[config.mk]
export PLATFORM = sky130hd
export DESIGN_NAME = ad9361_ctrl_out_monitor
export DESIGN_NICKNAME = d
export VERILOG_FILES = /design/src/rtl/ad9361_ctrl_out_monitor.sv
export SDC_FILE = /design/constraint.sdc
export NUM_CORES = 1
export LEC_CHECK = 0
export CORE_MARGIN = 3
export CORE_UTILIZATION = 25
export CTS_CLUSTER_SIZE = 25
export DETAILED_ROUTE_END_ITERATION = 10
export GPL_ROUTABILITY_DRIVEN = 0
export HOLD_SLACK_MARGIN = 0.15
export PLACE_DENSITY_LB_ADDON = 0.05
export SYNTH_ARGS = -nofsm -noshare
export SYNTH_HDL_FRONTEND = slang
export SYNTH_SLANG_ARGS = --single-unit
[constraint.sdc]
create_clock -name up_clk -period 3.7 [get_ports up_clk]
set_clock_uncertainty 0.15 [all_clocks]
set_input_delay 1.11 -clock up_clk [delete_from_list [all_inputs] [get_ports up_clk]]
set_output_delay 1.11 -clock up_clk [all_outputs]
set_load 0.01 [all_outputs]
[src/rtl/ad9361_ctrl_out_monitor.sv]
// AD9361 CTRL_OUT receive monitor: synchronize, glitch-filter, detect masked changes and
// queue {timestamp, status} events in a first-word-fall-through FIFO.
module ad9361_ctrl_out_monitor #(
    parameter int unsigned STATUS_WIDTH    = 8,
    parameter int unsigned TS_WIDTH        = 24,
    parameter int unsigned FIFO_ADDR_WIDTH = 4,
    parameter int unsigned STABLE_CYCLES   = 2
) (
    input  logic                         up_clk,
    input  logic                         up_rstn,
    input  logic [STATUS_WIDTH-1:0]      ctrl_out_in,
    input  logic                         mon_enable,
    input  logic                         mon_clear,
    input  logic [STATUS_WIDTH-1:0]      mon_mask,
    output logic [STATUS_WIDTH-1:0]      status_filt,
    output logic                         rd_valid,
    output logic [TS_WIDTH+STATUS_WIDTH-1:0] rd_data,
    input  logic                         rd_ready,
    output logic [FIFO_ADDR_WIDTH:0]     fifo_level,
    output logic                         overflow
);

    localparam int unsigned DEPTH = 1 << FIFO_ADDR_WIDTH;
    localparam int unsigned DW    = TS_WIDTH + STATUS_WIDTH;
    localparam int unsigned CNT_W = (STABLE_CYCLES > 1) ? $clog2(STABLE_CYCLES) : 1;
    localparam logic [CNT_W-1:0]         CNT_MAX    = CNT_W'(STABLE_CYCLES - 1);
    localparam logic [FIFO_ADDR_WIDTH:0] LEVEL_FULL = (FIFO_ADDR_WIDTH + 1)'(DEPTH);

    logic [STATUS_WIDTH-1:0]    sync1_q, sync_q, cand_q, status_q;
    logic [CNT_W-1:0]           cnt_q;
    logic [TS_WIDTH-1:0]        ts_q;
    logic [DW-1:0]              mem_q [DEPTH];
    logic [FIFO_ADDR_WIDTH-1:0] wr_ptr_q, rd_ptr_q;
    logic [FIFO_ADDR_WIDTH:0]   level_q, level_d;
    logic                       overflow_q;
    logic                       update, evt, full, pop, do_push, ovf_set;

    assign update  = (cand_q == sync_q) && (cnt_q == CNT_MAX) && (cand_q != status_q);
    assign evt     = update && mon_enable && (|((cand_q ^ status_q) & mon_mask));
    assign full    = (level_q == LEVEL_FULL);
    assign pop     = rd_ready && (level_q != '0);
    // A pop in the same cycle frees the slot, so a full FIFO still accepts the event.
    assign do_push = evt && (!full || pop);
    assign ovf_set = evt && full && !pop;

    always_comb begin
        level_d = level_q;
        if (do_push && !pop) begin
            level_d = level_q + 1'b1;
        end else if (!do_push && pop) begin
            level_d = level_q - 1'b1;
        end
    end

    always_ff @(posedge up_clk or negedge up_rstn) begin
        if (!up_rstn) begin
            sync1_q  <= '0;
            sync_q   <= '0;
            cand_q   <= '0;
            cnt_q    <= '0;
            status_q <= '0;
        end else begin
            sync1_q <= ctrl_out_in;
            sync_q  <= sync1_q;
            if (sync_q != cand_q) begin
                cand_q <= sync_q;
                cnt_q  <= '0;
            end else if (cnt_q < CNT_MAX) begin
                cnt_q <= cnt_q + 1'b1;
            end
            if (update) begin
                status_q <= cand_q;
            end
        end
    end

    always_ff @(posedge up_clk or negedge up_rstn) begin
        if (!up_rstn) begin
            ts_q <= '0;
        end else if (mon_clear) begin
            ts_q <= '0;
        end else begin
            ts_q <= ts_q + 1'b1;
        end
    end

    always_ff @(posedge up_clk or negedge up_rstn) begin
        if (!up_rstn) begin
            for (int i = 0; i < DEPTH; i++) begin
                mem_q[i] <= '0;
            end
            wr_ptr_q   <= '0;
            rd_ptr_q   <= '0;
            level_q    <= '0;
            overflow_q <= 1'b0;
        end else if (mon_clear) begin
            wr_ptr_q   <= '0;
            rd_ptr_q   <= '0;
            level_q    <= '0;
            overflow_q <= 1'b0;
        end else begin
            if (do_push) begin
                mem_q[wr_ptr_q] <= {ts_q, cand_q};
                wr_ptr_q        <= wr_ptr_q + 1'b1;
            end
            if (pop) begin
                rd_ptr_q <= rd_ptr_q + 1'b1;
            end
            level_q <= level_d;
            if (ovf_set) begin
                overflow_q <= 1'b1;
            end
        end
    end

    assign status_filt = status_q;
    assign rd_valid    = (level_q != '0);
    assign rd_data     = mem_q[rd_ptr_q];
    assign fifo_level  = level_q;
    assign overflow    = overflow_q;

endmodule

==> results.yml <==
hold_path:
  min-delay-path-class: "reg2reg"
  timing.hold.worst_endpoint: "sync_q[2]"
  min-delay-start: "sync1_q[2]"
  timing.hold.worst_path_depth: 0
sta:
  maxClockFrequency_ghz: 0.245
  layout_setup_ws_ns: -0.382
  grt_setup_unrepaired: "yes"
  timing.final.hold_violations: 0
  timing.setup.tns_ns: -9.30
  post-route-period-util_pct: 110
  relSlewSlack_pct: 46.1
  timing.final.crit_period_ns: 4.08
  finalMaxSlewViolations: 0
  timing.final.setup_violations: 32
  timing_worst_slew_pin_value_ns: 0.808
setup_path:
  worst_setup_path_end_kind: "output pin"
  crit-reg2reg-capture: "fifo_level[4]"
  reg2reg_setup_slack_ns: 0.35
  r2r.worst_path.cells: 12
  crit_arrival_ns: 2.82
  path_max_fanout: 7
  crit_type: "reg2out"
  reg2reg_from: "cand_q[1]"
  critical_path_required_ns: 2.44
  cp-start-kind: "flop"
floorplan:
  die-height_um: 343
  fp.dieW_um: 343
  design.core.area_um2: 112000
  floorplan.initialDensity_pct: 25.4
  io-pin-count: 68
  placementRows: 122
  die_area_um2: 117000
logic_synthesis:
  nets_in_the_synthesized_netlist: 1700
  synth-compound-area-share_pct: 0.781
  synthAdderAreaFrac_pct: 0.512
  syn-cell-area_um2: 28400
  syn_avg_cell_area_um2: 17.0
  postSynthRegisterBits: 583
  synthMuxAreaShare_pct: 39.0
  yosys_warnings: 0
  post-synth-top-area-fraction_pct: 51.5
  largest_family_of_logic_cells_by_synthesized_area: "multiplexers"
  netlist-cell-type-count: 47
  ys_top_cells_by_area: "sky130_fd_sc_hd__dfrtp_1 51%, sky130_fd_sc_hd__mux2_4 23%, sky130_fd_sc_hd__mux4_2 13%, sky130_fd_sc_hd__mux2_2 3.0%, sky130_fd_sc_hd__buf_6 2.0%"
  sequential_element_share_of_the_synthesized_area_pct: 51.5
  xor_xnor_portion_of_the_synthesized_cell_area_pct: 1.29
  postSynthCellCount: 1668
  post_synth_and_or_nand_nor_area_fraction_pct: 2.75
  netlist.top_cell.by_area: "sky130_fd_sc_hd__dfrtp_1"
global_route:
  globalRouteOverflowTotal: 0
  pin_count_of_the_biggest_net_entering_global_routing: 94
  antenna_found_initial: 0
  grt_pass1_wl_um: 126000
  number_of_global_route_vias_before_repair: 16600
  grt_use_total_pct: 14.7
power:
  vdd.ir_drop.worst_uv: 345
  cellPowerDensity_nw_per_um2: 462
  cellLeakagePower_nw: 15.8
  power_mw: 16.1
run_status:
  violations_in_the_final_reports: "negative setup slack"
  outcome: "finished with violations"
final_layout:
  filler_cell_count: 10800
  relative_area_change_from_synthesis_to_final_layout_pct: 22.8
  post-route-cell-area_um2: 34800
  final_nets: 1840
  leading_cell_type_in_the_layout_fill_and_taps_excluded: "sky130_fd_sc_hd__dfrtp_1"
  diodes: 0
  drive_gt1_share_pct: 54.6
  mostFrequentLayoutCells: "579 x sky130_fd_sc_hd__dfrtp_1, 440 x sky130_fd_sc_hd__mux2_4, 160 x sky130_fd_sc_hd__mux4_2"
route:
  route.detailed.drc: 0
  vias_per_cell: 4.38
  num_vias: 14700
  drtAntennaViolNets: 0
  drt-total-wl_um: 84000
  dr.first_iter.drc_count: 785
  wire_per_inst_um: 25.0
  drt_pass1_iterations: 4
clocking:
  clockRootBuffer: "sky130_fd_sc_hd__clkbuf_16"
  cts.clk_slew.worst_paths_ns: 0.06
  tritoncts: "yes"
  clock_path_buffers: 3
  cts.sinks: 583
  cts-hold-fix-buffers: 0
  clock_insertion_delay_worst_skew_ns: 0.64
  numCtsBuffers: 77
  number_of_h_tree_levels: 3
place:
  postPlaceCellArea_um2: 31800
  dpl_worst_slack_ns: -0.254
  placed_wire_length_estimate_um: 51800
  port_buffers: 67
flow_run:
  cap_violations: 0
[Yosys cell counts (all sizes together)]
library cell  instances
a2111o                1
a2111oi               1
a21o                  2
a21oi                13
a22o                  4
a31oi                 1
and2                  1
and3                 15
and4                  1
buf                  96
clkbuf               81
dfrtp               583
fa                    1
ha                   10
inv                   5
mux2                515
mux2i                 1
mux4                160
nand2                39
nand2b                3
nand3                11
nand3b                1
nand4                13
nor2                 33
nor2b                11
nor3                  4
nor3b                 1
nor4                  4
o2111ai               1
o211ai                1
o21ai                 5
o41a                  1
o41ai                 1
or3                   5
or4                   2
xnor2                20
xor2                 21
[critical path, stage by stage, from the launching register on]
cell and delay [ns]:
sky130_fd_sc_hd__dfrtp_4 0.45, sky130_fd_sc_hd__buf_12 0.15, sky130_fd_sc_hd__buf_16 0.16, sky130_fd_sc_hd__buf_12 0.16, sky130_fd_sc_hd__mux4_2 0.54, sky130_fd_sc_hd__mux4_2 0.54
sky130_fd_sc_hd__buf_6 0.15
[worst max-delay path by stage]
stage	to	cells past startpoint	from
detailed placement	fifo_level[4]	11	mon_mask[6]
global route	rd_data[3]	6	rd_ptr_q[0]
CTS	rd_data[13]	7	rd_ptr_q[0]
floorplan	rd_data[10]	5	rd_ptr_q[0]
global placement	fifo_level[4]	11	mon_mask[6]
finish	rd_data[13]	6	rd_ptr_q[0]
[kinds of logic (layout without fill, tap and decap cells)]
logic type / after synthesis / in the layout
adders and majority gates: 11 / 11
muxes: 676 / 676
AOI/OAI and AO/OA: 31 / 31
and+or+nand+nor: 144 / 144
xor gates and xnor gates: 41 / 41
buffers and inverters: 182 / 378
DFF: 583 / 583
[cell type report]
class                   count  area (um^2)  share of cell area (%)
flip-flops and latches    583        14600                    41.9
multi-input cells         903        12600                    36.3
repair buffers            238         3220                    9.24
clock buffers             121         2320                    6.68
well taps                1488         1860                    5.35
clock inverters            14          150                   0.431
inverters                   5         18.8                  0.0539
[routing by layer]
layer	global-route usage (%)	share of wire (%)	routed length [um]	up-vias
met5	0	0	0	-
li1	-	-	-	6378
met1	20.8	48	40200	7972
met4	3.63	2.2	1860	0
met2	23.3	47	39300	213
met3	2.41	3.1	2610	109
[stage by stage]
stage / std cells / hold WS, ns / utilization (%)
after floorplan: 1668 / 0.181 / -
after global placement: 3186 / 0.184 / 28.5
after detailed placement: 3186 / 0.185 / 28.5
after CTS: 3352 / 0.182 / 31.3
after global routing: 3352 / 0.197 / 31.2
final: 3352 / 0.187 / 31.2
[repair_timing]
| item | 4_1_cts | 5_1_grt |
|---|---|---|
| endpoints found under the setup margin | 32 | 32 |
| gates resized for setup | 185 | 14 |
| buffers inserted | 24 | 8 |
| pin swaps | 0 | 0 |
| cloned | 8 | 0 |
[state kept, by name (all words and copies together) (netlist names)]
signal and count:
mem_q 512, cnt_q 1, overflow 1, ts_q 24, sync_q 8, cand_q 8, wr_ptr_q 4, fifo_level 5
status_filt 8, rd_ptr_q 4, sync1_q 8
[power by group]
| group | internal, mW | switching, mW | total, mW | leakage [nW] |
|---|---|---|---|---|
| Sequential | 6.43 | 0.0801 | 6.51 | 8.08 |
| Combinational | 1.11 | 1.03 | 2.15 | 6.55 |
| Clock | 4.43 | 2.98 | 7.41 | 1.22 |
| Total | 12.0 | 4.09 | 16.1 | 15.8 |
Power figures use the tool's default switching activity.
